## src/rtl/serial_chunk_adder.sv

```systemverilog
// serial_chunk_adder
//   Multi-cycle adder/subtractor. A WIDTH-bit add (or subtract) is performed
//   CHUNK bits per clock through one CHUNK-bit adder slice, with the carry
//   held in a register between slices. A start/busy/done handshake frames
//   each operation. The result and the signed-overflow flag are registered
//   and hold their value until the next completed operation.
//
// Ports
//   clk_i       rising-edge clock
//   rst_i       asynchronous, active-high reset
//   start_i     request, sampled in IDLE or in the DONE cycle
//   sub_i       0: in1+in2, 1: in1-in2 (sampled with start_i)
//   in1_i       operand A (sampled with start_i)
//   in2_i       operand B (sampled with start_i)
//   busy_o      high while chunks are being processed
//   done_o      one-cycle pulse, result_o/overflow_o valid
//   result_o    {carry_out, sum}; for subtract bit WIDTH is the inverted borrow
//   overflow_o  two's-complement overflow of the WIDTH-bit sum
module serial_chunk_adder #(
    parameter int WIDTH = 16,
    parameter int CHUNK = 8
) (
    input  logic             clk_i,
    input  logic             rst_i,
    input  logic             start_i,
    input  logic             sub_i,
    input  logic [WIDTH-1:0] in1_i,
    input  logic [WIDTH-1:0] in2_i,
    output logic             busy_o,
    output logic             done_o,
    output logic [WIDTH:0]   result_o,
    output logic             overflow_o
);

    localparam int NCHUNK = WIDTH / CHUNK;
    localparam int IDXW   = (NCHUNK > 1) ? $clog2(NCHUNK) : 1;
    localparam logic [IDXW-1:0] LAST_IDX = IDXW'(NCHUNK - 1);

    // Reject parameter sets that do not split into whole chunks.
    if ((CHUNK < 1) || (CHUNK > WIDTH) || ((WIDTH % CHUNK) != 0)) begin : g_bad_params
        $error("serial_chunk_adder: WIDTH must be a multiple of CHUNK and 1 <= CHUNK <= WIDTH");
    end

    typedef enum logic [1:0] {
        IDLE = 2'd0,
        RUN  = 2'd1,
        DONE = 2'd2
    } state_t;

    state_t            state_q, state_d;
    logic [WIDTH-1:0]  a_q, a_d;
    logic [WIDTH-1:0]  b_q, b_d;
    logic [WIDTH-1:0]  acc_q, acc_d;
    logic              carry_q, carry_d;
    logic [IDXW-1:0]   idx_q, idx_d;
    logic              busy_q, busy_d;
    logic              done_q, done_d;
    logic [WIDTH:0]    result_q, result_d;
    logic              overflow_q, overflow_d;

    logic [CHUNK-1:0]  a_chunk_s;
    logic [CHUNK-1:0]  b_chunk_s;
    logic [CHUNK:0]    sum_s;

    // The single shared adder slice, fed by the chunk selected by idx_q.
    always_comb begin
        a_chunk_s = a_q[int'(idx_q) * CHUNK +: CHUNK];
        b_chunk_s = b_q[int'(idx_q) * CHUNK +: CHUNK];
        sum_s     = {1'b0, a_chunk_s} + {1'b0, b_chunk_s} + {{CHUNK{1'b0}}, carry_q};
    end

    // Next-state and datapath control; every register holds unless changed.
    always_comb begin
        state_d    = state_q;
        a_d        = a_q;
        b_d        = b_q;
        acc_d      = acc_q;
        carry_d    = carry_q;
        idx_d      = idx_q;
        result_d   = result_q;
        overflow_d = overflow_q;

        case (state_q)
            IDLE, DONE: begin
                if (start_i) begin
                    // Subtract is A + ~B + 1: the +1 enters as the initial carry.
                    a_d     = in1_i;
                    b_d     = sub_i ? ~in2_i : in2_i;
                    carry_d = sub_i;
                    idx_d   = '0;
                    state_d = RUN;
                end else begin
                    state_d = IDLE;
                end
            end
            RUN: begin
                acc_d[int'(idx_q) * CHUNK +: CHUNK] = sum_s[CHUNK-1:0];
                carry_d = sum_s[CHUNK];
                if (idx_q == LAST_IDX) begin
                    idx_d      = '0;
                    state_d    = DONE;
                    result_d   = {sum_s[CHUNK], acc_d};
                    // Same-sign operands giving a different-sign sum.
                    overflow_d = (a_q[WIDTH-1] == b_q[WIDTH-1]) &&
                                 (acc_d[WIDTH-1] != a_q[WIDTH-1]);
                end else begin
                    idx_d   = idx_q + IDXW'(1);
                    state_d = RUN;
                end
            end
            default: begin
                state_d = IDLE;
            end
        endcase

        busy_d = (state_d == RUN);
        done_d = (state_d == DONE);
    end

    // State, datapath and output registers with asynchronous clear.
    always_ff @(posedge clk_i or posedge rst_i) begin
        if (rst_i) begin
            state_q    <= IDLE;
            a_q        <= '0;
            b_q        <= '0;
            acc_q      <= '0;
            carry_q    <= 1'b0;
            idx_q      <= '0;
            busy_q     <= 1'b0;
            done_q     <= 1'b0;
            result_q   <= '0;
            overflow_q <= 1'b0;
        end else begin
            state_q    <= state_d;
            a_q        <= a_d;
            b_q        <= b_d;
            acc_q      <= acc_d;
            carry_q    <= carry_d;
            idx_q      <= idx_d;
            busy_q     <= busy_d;
            done_q     <= done_d;
            result_q   <= result_d;
            overflow_q <= overflow_d;
        end
    end

    assign busy_o     = busy_q;
    assign done_o     = done_q;
    assign result_o   = result_q;
    assign overflow_o = overflow_q;

endmodule
```

## config.mk

```make
export PLATFORM = sky130hd
export DESIGN_NAME = serial_chunk_adder
export DESIGN_NICKNAME = d
export VERILOG_FILES = /design/src/rtl/serial_chunk_adder.sv
export SDC_FILE = /design/constraint.sdc
export NUM_CORES = 1
export LEC_CHECK = 0
export BUFFER_PORTS_ARGS = -buffer_cell sky130_fd_sc_hd__buf_2
export CAP_MARGIN = 20
export CORE_MARGIN = 8
export CORE_UTILIZATION = 45
export DETAILED_ROUTE_END_ITERATION = 10
export PLACE_DENSITY = 0.74
export SETUP_SLACK_MARGIN = 0.05
export SLEW_MARGIN = 20
export SYNTH_ARGS = -nofsm -noshare
export SYNTH_HDL_FRONTEND = slang
export SYNTH_SLANG_ARGS = --single-unit
```

## constraint.sdc

```tcl
create_clock -name clk_i -period 5 [get_ports clk_i]
set_input_delay 1 -clock clk_i [delete_from_list [all_inputs] [get_ports clk_i]]
set_output_delay 1 -clock clk_i [all_outputs]
set_load 0.03 [all_outputs]
```

==> flow_summary.toml, run 1 <==
[final_layout]
drive_above_1_share = 0.336
n_fill_cell = 635
final_common_cell = "nand2_1"
area_growth_pct = 17.0
regArea_um2 = 1600
multi_input_area_um2 = 1360
final_util = 0.533
layout_common_cells = "65 x nand2_1, 64 x dfrtp_1, 55 x buf_2"
antenna_cells = 0
nets = 379

[detailed_routing]
wire_per_inst_um = 14.1
antenna_left = 0
drc = 0
drt_iter0_markers = 75
first_pass_iters = 4
vias_per_cell = 5.05
drt-total-wl_um = 5910
vias = 2115

[cts]
root_buffer = "clkbuf_8"
cts_buffers = 9
cts_tree = "yes"
hold_buffers = 0
cts-htree-levels = 3
clockBufferDepth = 2
clock_sinks = 64
post_cts.repair.setup_buffers = 0
insertion_delay_ns = 0.34
clk_pin_slew_worst_paths_ns = 0.06
cts_resized = 0

[floorplan]
rows = 30
die_h_um = 98.3
die_w_um = 98.3
io_pins = 56
start_util = 0.456
core-area_um2 = 6680
die-area_um2 = 9650

[status]
status = "complete, no violations"

[timing]
max_freq_ghz = 0.309
worstMarginPinSlew_ns = 0.778
drv_slew = 0
fin_skew_ns = 0.00748
hold_viol = 0
setup_viol = 0
fin_crit_sh = 0.646
timing.final.ws_setup_ns = 1.77
final.setup.tns_ns = 0
maxSlewHeadroom = 0.481
rsz0062_at_grt = "no"
period_needed_ns = 3.23

[hold_path]
min_path_type = "register to register"

[global_routing]
grt_usage = 0.136
grt_start_max_net_pins = 65
grt_overflow = 0
grt_pass1_wl_um = 10500
antenna_found_initial = 0
grt_pass1_vias = 2273

[synth]
synth_cell_type_count = 37
ys_seq_elements = 64
synth.net_count = 327
yosysWarnings = 0
synth_top_area_frac = 0.526
yosysSeqAreaShare = 0.526
synth_area_um2 = 3040
synth_area_leaders = "dfrtp_1 53%, mux2_2 13%, nand2_1 8.0%, xnor2_1 4.9%, o21ai_0 4.3%"
synth.avg_cell_area_um2 = 10.8
synth_top_cell_by_area = "dfrtp_1"
synth_cells = 282

[place]
preCtsSetupSlack_ns = 1.77
dp_hpwl_um = 4400
port-buffer-count = 55
finalWeightedCongestion = 0.794

[power_and_ir_drop]
max-vdd-ir-drop_uv = 480
total_power_mw = 2.93
power_density_nw_per_um2 = 821
leakagePower_nw = 1.72

[setup_path]
cp.required_ns = 5.19
crit_chain = "mux2_2 -> fa_1 -> fa_1 -> a21o_2 -> a21oi_1 -> o21ai_0 -> a31oi_1 -> o21ai_0"
startpoint_type = "register"
path_max_fanout = 19
slowest_delay_ns = 0.77
critPathTopFamily = "compound AO/OA/AOI/OAI gates"
worstSetupPathType = "register to register"
critPathArrivalTime_ns = 3.43
endpoint_kind = "register"
critPathSlowestCell = "dfrtp_1"
critPathBufInv = 0

[flow_run]
drv_cap = 0
## metal layers
layer	GRT usage	vias up	part of all wire
li1	-	1057	-
met1	0.162	994	0.46
met2	0.207	54	0.45
met3	0.0647	10	0.071
met4	0.0555	0	0.015
met5	0	-	0
## registers in the layout, summed over array words and instances, names as in the netlist
name        flops
result_o       17
done_o          1
acc_q           8
carry_q         1
idx_q           1
overflow_o      1
a_q            16
busy_o          1
b_q            16
state_q         2
## power by group
group | internal [mW] | switching, mW | total (mW)
logic | 0.657 | 0.888 | 1.55
registers | 0.778 | 0.160 | 0.938
clock network | 0.256 | 0.186 | 0.442
total | 1.69 | 1.23 | 2.93
## cell type report
type                    instances  share of cell area
multi-input cells             198               0.381
flip-flops and latches         64               0.450
clock buffers                  13              0.0446
inverters                       4             0.00421
clock inverters                 3              0.0112
well taps                      80              0.0281
repair buffers                 57              0.0815
## worst register-to-register path, stage by stage (launching register included)
cell and delay (ns):
dfrtp_1 0.77, mux2_2 0.43, fa_1 0.46, fa_1 0.42
a21o_2 0.23, a21oi_1 0.35, o21ai_0 0.17, a31oi_1 0.18
o21ai_0 0.08
## final timing paths
kind                             startpoint      endpoint  slack, ns  depth (start not counted)
worst max-delay path                  idx_q  result_o[16]       1.77                          8
min in group asynchronous             rst_i   result_o[6]       0.88                          3
worst max register to register        idx_q  result_o[16]       1.77                          8
worst min register to register  result_o[3]   result_o[3]       0.47                          2
worst min-delay path            result_o[3]   result_o[3]       0.47                          2
max in group asynchronous             rst_i        b_q[9]       3.61                          3
## cells in the mapped netlist (all sizes together)
cell and instances:
a211oi 2, a21o 3, a21oi 6, a31oi 3, and3 1, buf 5, clkbuf 11, clkinv 1
dfrtp 64, fa 2, ha 7, inv 3, mux2 36, mux2i 1, nand2 65, nand2b 2
nand3b 1, nand4b 1, nor2 9, nor2b 2, nor3 2, nor4b 1, o211a 1, o211ai 2
o21ai 27, o21bai 1, o31ai 1, or2 1, or4 1, xnor2 17, xor2 3
## stage by stage
stage / std cells / hold WS, ns / area (µm²)
final: 419 / 0.470 / 3560
after global routing: 419 / 0.498 / 3560
after CTS: 419 / 0.470 / 3560
after detailed placement: 403 / 0.453 / 3360
after global placement: 403 / 0.449 / 3360
after floorplan: 282 / 0.432 / 3040
## cell families after synthesis
family	after synthesis	share of synthesized area
AND/OR/NAND/NOR	86	0.119
flip-flops	64	0.526
AO/OA/AOI/OAI	46	0.0904
multiplexers	37	0.136
XOR/XNOR	20	0.0575
buffers and inverters	20	0.0284
adder cells (fa/ha/maj)	9	0.0419
Power figures use the tool's default switching activity.
==> run 2, diff against run 1 <==
PLACE_DENSITY = 0.76   (was 0.74)
clock period = 2.7 ns   (was 5 ns; I/O delays follow)
==> run 2 against run 1 <==
  * Sequential share of layout area down 0.68 points
  * Flip-flop and latch count unchanged
  * Clock skew about the same
  * Critical endpoint is now overflow_o
  * Via count about the same
  * Worst hold slack worse by 0.043 ns
  * Worst setup slack worse by 1.6 ns
  * Total power up 89%
  * Utilization up 0.86 points
  * Maximum frequency up 27%
  * Non-clock buffer count up 7
  * Register-to-register slack worse by 1.6 ns
==> flow_summary.toml, run 2 (same netlist as run 1, synthesis figures left out) <==
[setup_path]
cp.required_ns = 2.96
r2r-start = "idx_q"
crit_chain = "buf_6 -> mux2_2 -> ha_1 -> a21oi_2 -> o211ai_1 -> and3_4 -> or4_1 -> a31oi_1"
startpoint_type = "register"
r2r_cells = 8
slowest_delay_ns = 0.45
worstSetupPathType = "register to register"
endpoint_kind = "register"
rr_endpoint = "overflow_o"
critPathSlowestCell = "or4_1"
reg2reg_slack_ns = 0.16
path_max_fanout = 8
critPathArrivalTime_ns = 2.80
crit_end = "overflow_o"
cp-startpoint = "idx_q"

[cts]
hold_buffers = 0
cts_tree = "yes"
cts-htree-levels = 3
cts_buffers = 9
clock_sinks = 64
clockBufferDepth = 2
root_buffer = "clkbuf_8"
insertion_delay_ns = 0.34
clk_pin_slew_worst_paths_ns = 0.07

[timing]
period_needed_ns = 2.54
rsz0062_at_grt = "no"
fin_crit_sh = 0.941
whs_ns = 0.427
final.setup.tns_ns = 0
fin_skew_ns = 0.00746
maxSlewHeadroom = 0.472
drv_slew = 0
hold_viol = 0
max_freq_ghz = 0.394
worstMarginPinSlew_ns = 0.792
setup_viol = 0

[global_routing]
antenna_found_initial = 0
grt_usage = 0.135
grt_pass1_wl_um = 10400
grt_pass1_vias = 2231
grt_overflow = 0
grt_start_max_net_pins = 65

[power_and_ir_drop]
p_clk_frac = 0.129
max-vdd-ir-drop_uv = 743
switching_share = 0.430
switchingPower_mw = 2.37
p_seq_frac = 0.308
leakagePower_nw = 1.74
p_int_mw = 3.15
power_density_nw_per_um2 = 1530
power_frac_comb = 0.562

[final_layout]
nets = 386
layout_common_cells = "65 x nand2_1, 63 x dfrtp_1, 55 x buf_2"
largest_reg_flops = 17
area_growth_pct = 18.9
drive_above_1_share = 0.361
regArea_um2 = 1600
n_fill_cell = 602
final_common_cell = "nand2_1"
antenna_cells = 0
multi_input_area_um2 = 1390

[detailed_routing]
drt_iter0_markers = 90
drt-total-wl_um = 6150
vias = 2117
vias_per_cell = 4.97
wire_per_inst_um = 14.4
antenna_left = 0
first_pass_iters = 4
drc = 0

[floorplan]
core-area_um2 = 6680
rows = 30
die-area_um2 = 9650
io_pins = 56
start_util = 0.456
die_h_um = 98.3
die_w_um = 98.3

[hold_path]
min_path_type = "input pin to asynchronous set/reset pin"

[flow_run]
drv_cap = 0

[status]
status = "complete, no violations"

[place]
dp_hpwl_um = 4460
port-buffer-count = 55
finalWeightedCongestion = 0.798
run 2: cell count changes in the layout (fill, tap and decap cells not counted), moves of 2 or more:
cell / previous run / this run
buf_6: 0 / 2
fa_2: 0 / 2
buf_4: 2 / 7
fa_1: 2 / 0
run 2: critical path, delay by kind of cell, from the launching register on:
family / cells / cell delay [ns]
AOI/OAI and AO/OA: 3 / 0.54
adders and majority gates: 1 / 0.38
buffers and inverters: 1 / 0.15
DFF: 1 / 0.41
muxes: 1 / 0.34
and+or+nand+nor: 2 / 0.65
run 2: timing repair:
action                     in CTS  in global routing
pin swaps                       0                  3
setup endpoints to repair       1                  7
setup buffers                   0                  4
gates resized for setup         1                  7
run 2: power by group through the flow:
stage          clock network (mW)  registers, mW  logic (mW)
2_1_floorplan                   0           1.91        2.06
3_3_place_gp                    0           1.71        2.88
3_5_place_dp                    0           1.72        2.97
4_1_cts                     0.735           1.71        3.02
5_1_grt                     0.778           1.76        3.46
6_report                    0.714           1.71        3.11
run 2: per-stage QoR:
stage	power (mW)	cell area, µm²	worst slack, ns	cells	util
detailed placement	4.69	3390	0.0504	406	0.507
floorplan	3.97	3050	0.102	282	-
global placement	4.59	3390	0.141	406	0.507
CTS	5.46	3560	0.0814	422	0.533
finish	5.53	3620	0.159	426	0.542
global route	6.00	3620	0.0601	426	0.542
run 2: worst min path at each step:
stage | endpoint | cells past startpoint | slack [ns] | start
2_1_floorplan | result_o[0] | 2 | 0.43 | acc_q[0]
6_report | result_o[6] | 3 | 0.43 | rst_i
4_1_cts | a_q[4] | 2 | 0.41 | in1_i[4]
5_1_grt | a_q[4] | 2 | 0.41 | in1_i[4]
3_3_place_gp | result_o[4] | 2 | 0.45 | acc_q[4]
3_5_place_dp | result_o[1] | 2 | 0.45 | acc_q[1]
run 2: layer usage:
layer,wire [µm],track usage,up-vias
li1,-,-,1070
met1,2950,0.171,990
met2,2810,0.202,49
met3,307,0.0562,8
met4,86,0.0496,0
met5,0,0,-
run 2: cell type report:
class	instances	share of cell area
multi-input cells	198	0.383
well taps	80	0.0277
flip-flops and latches	64	0.443
inverters	4	0.00415
repair buffers	64	0.0968
clock inverters	3	0.00484
clock buffers	13	0.0411
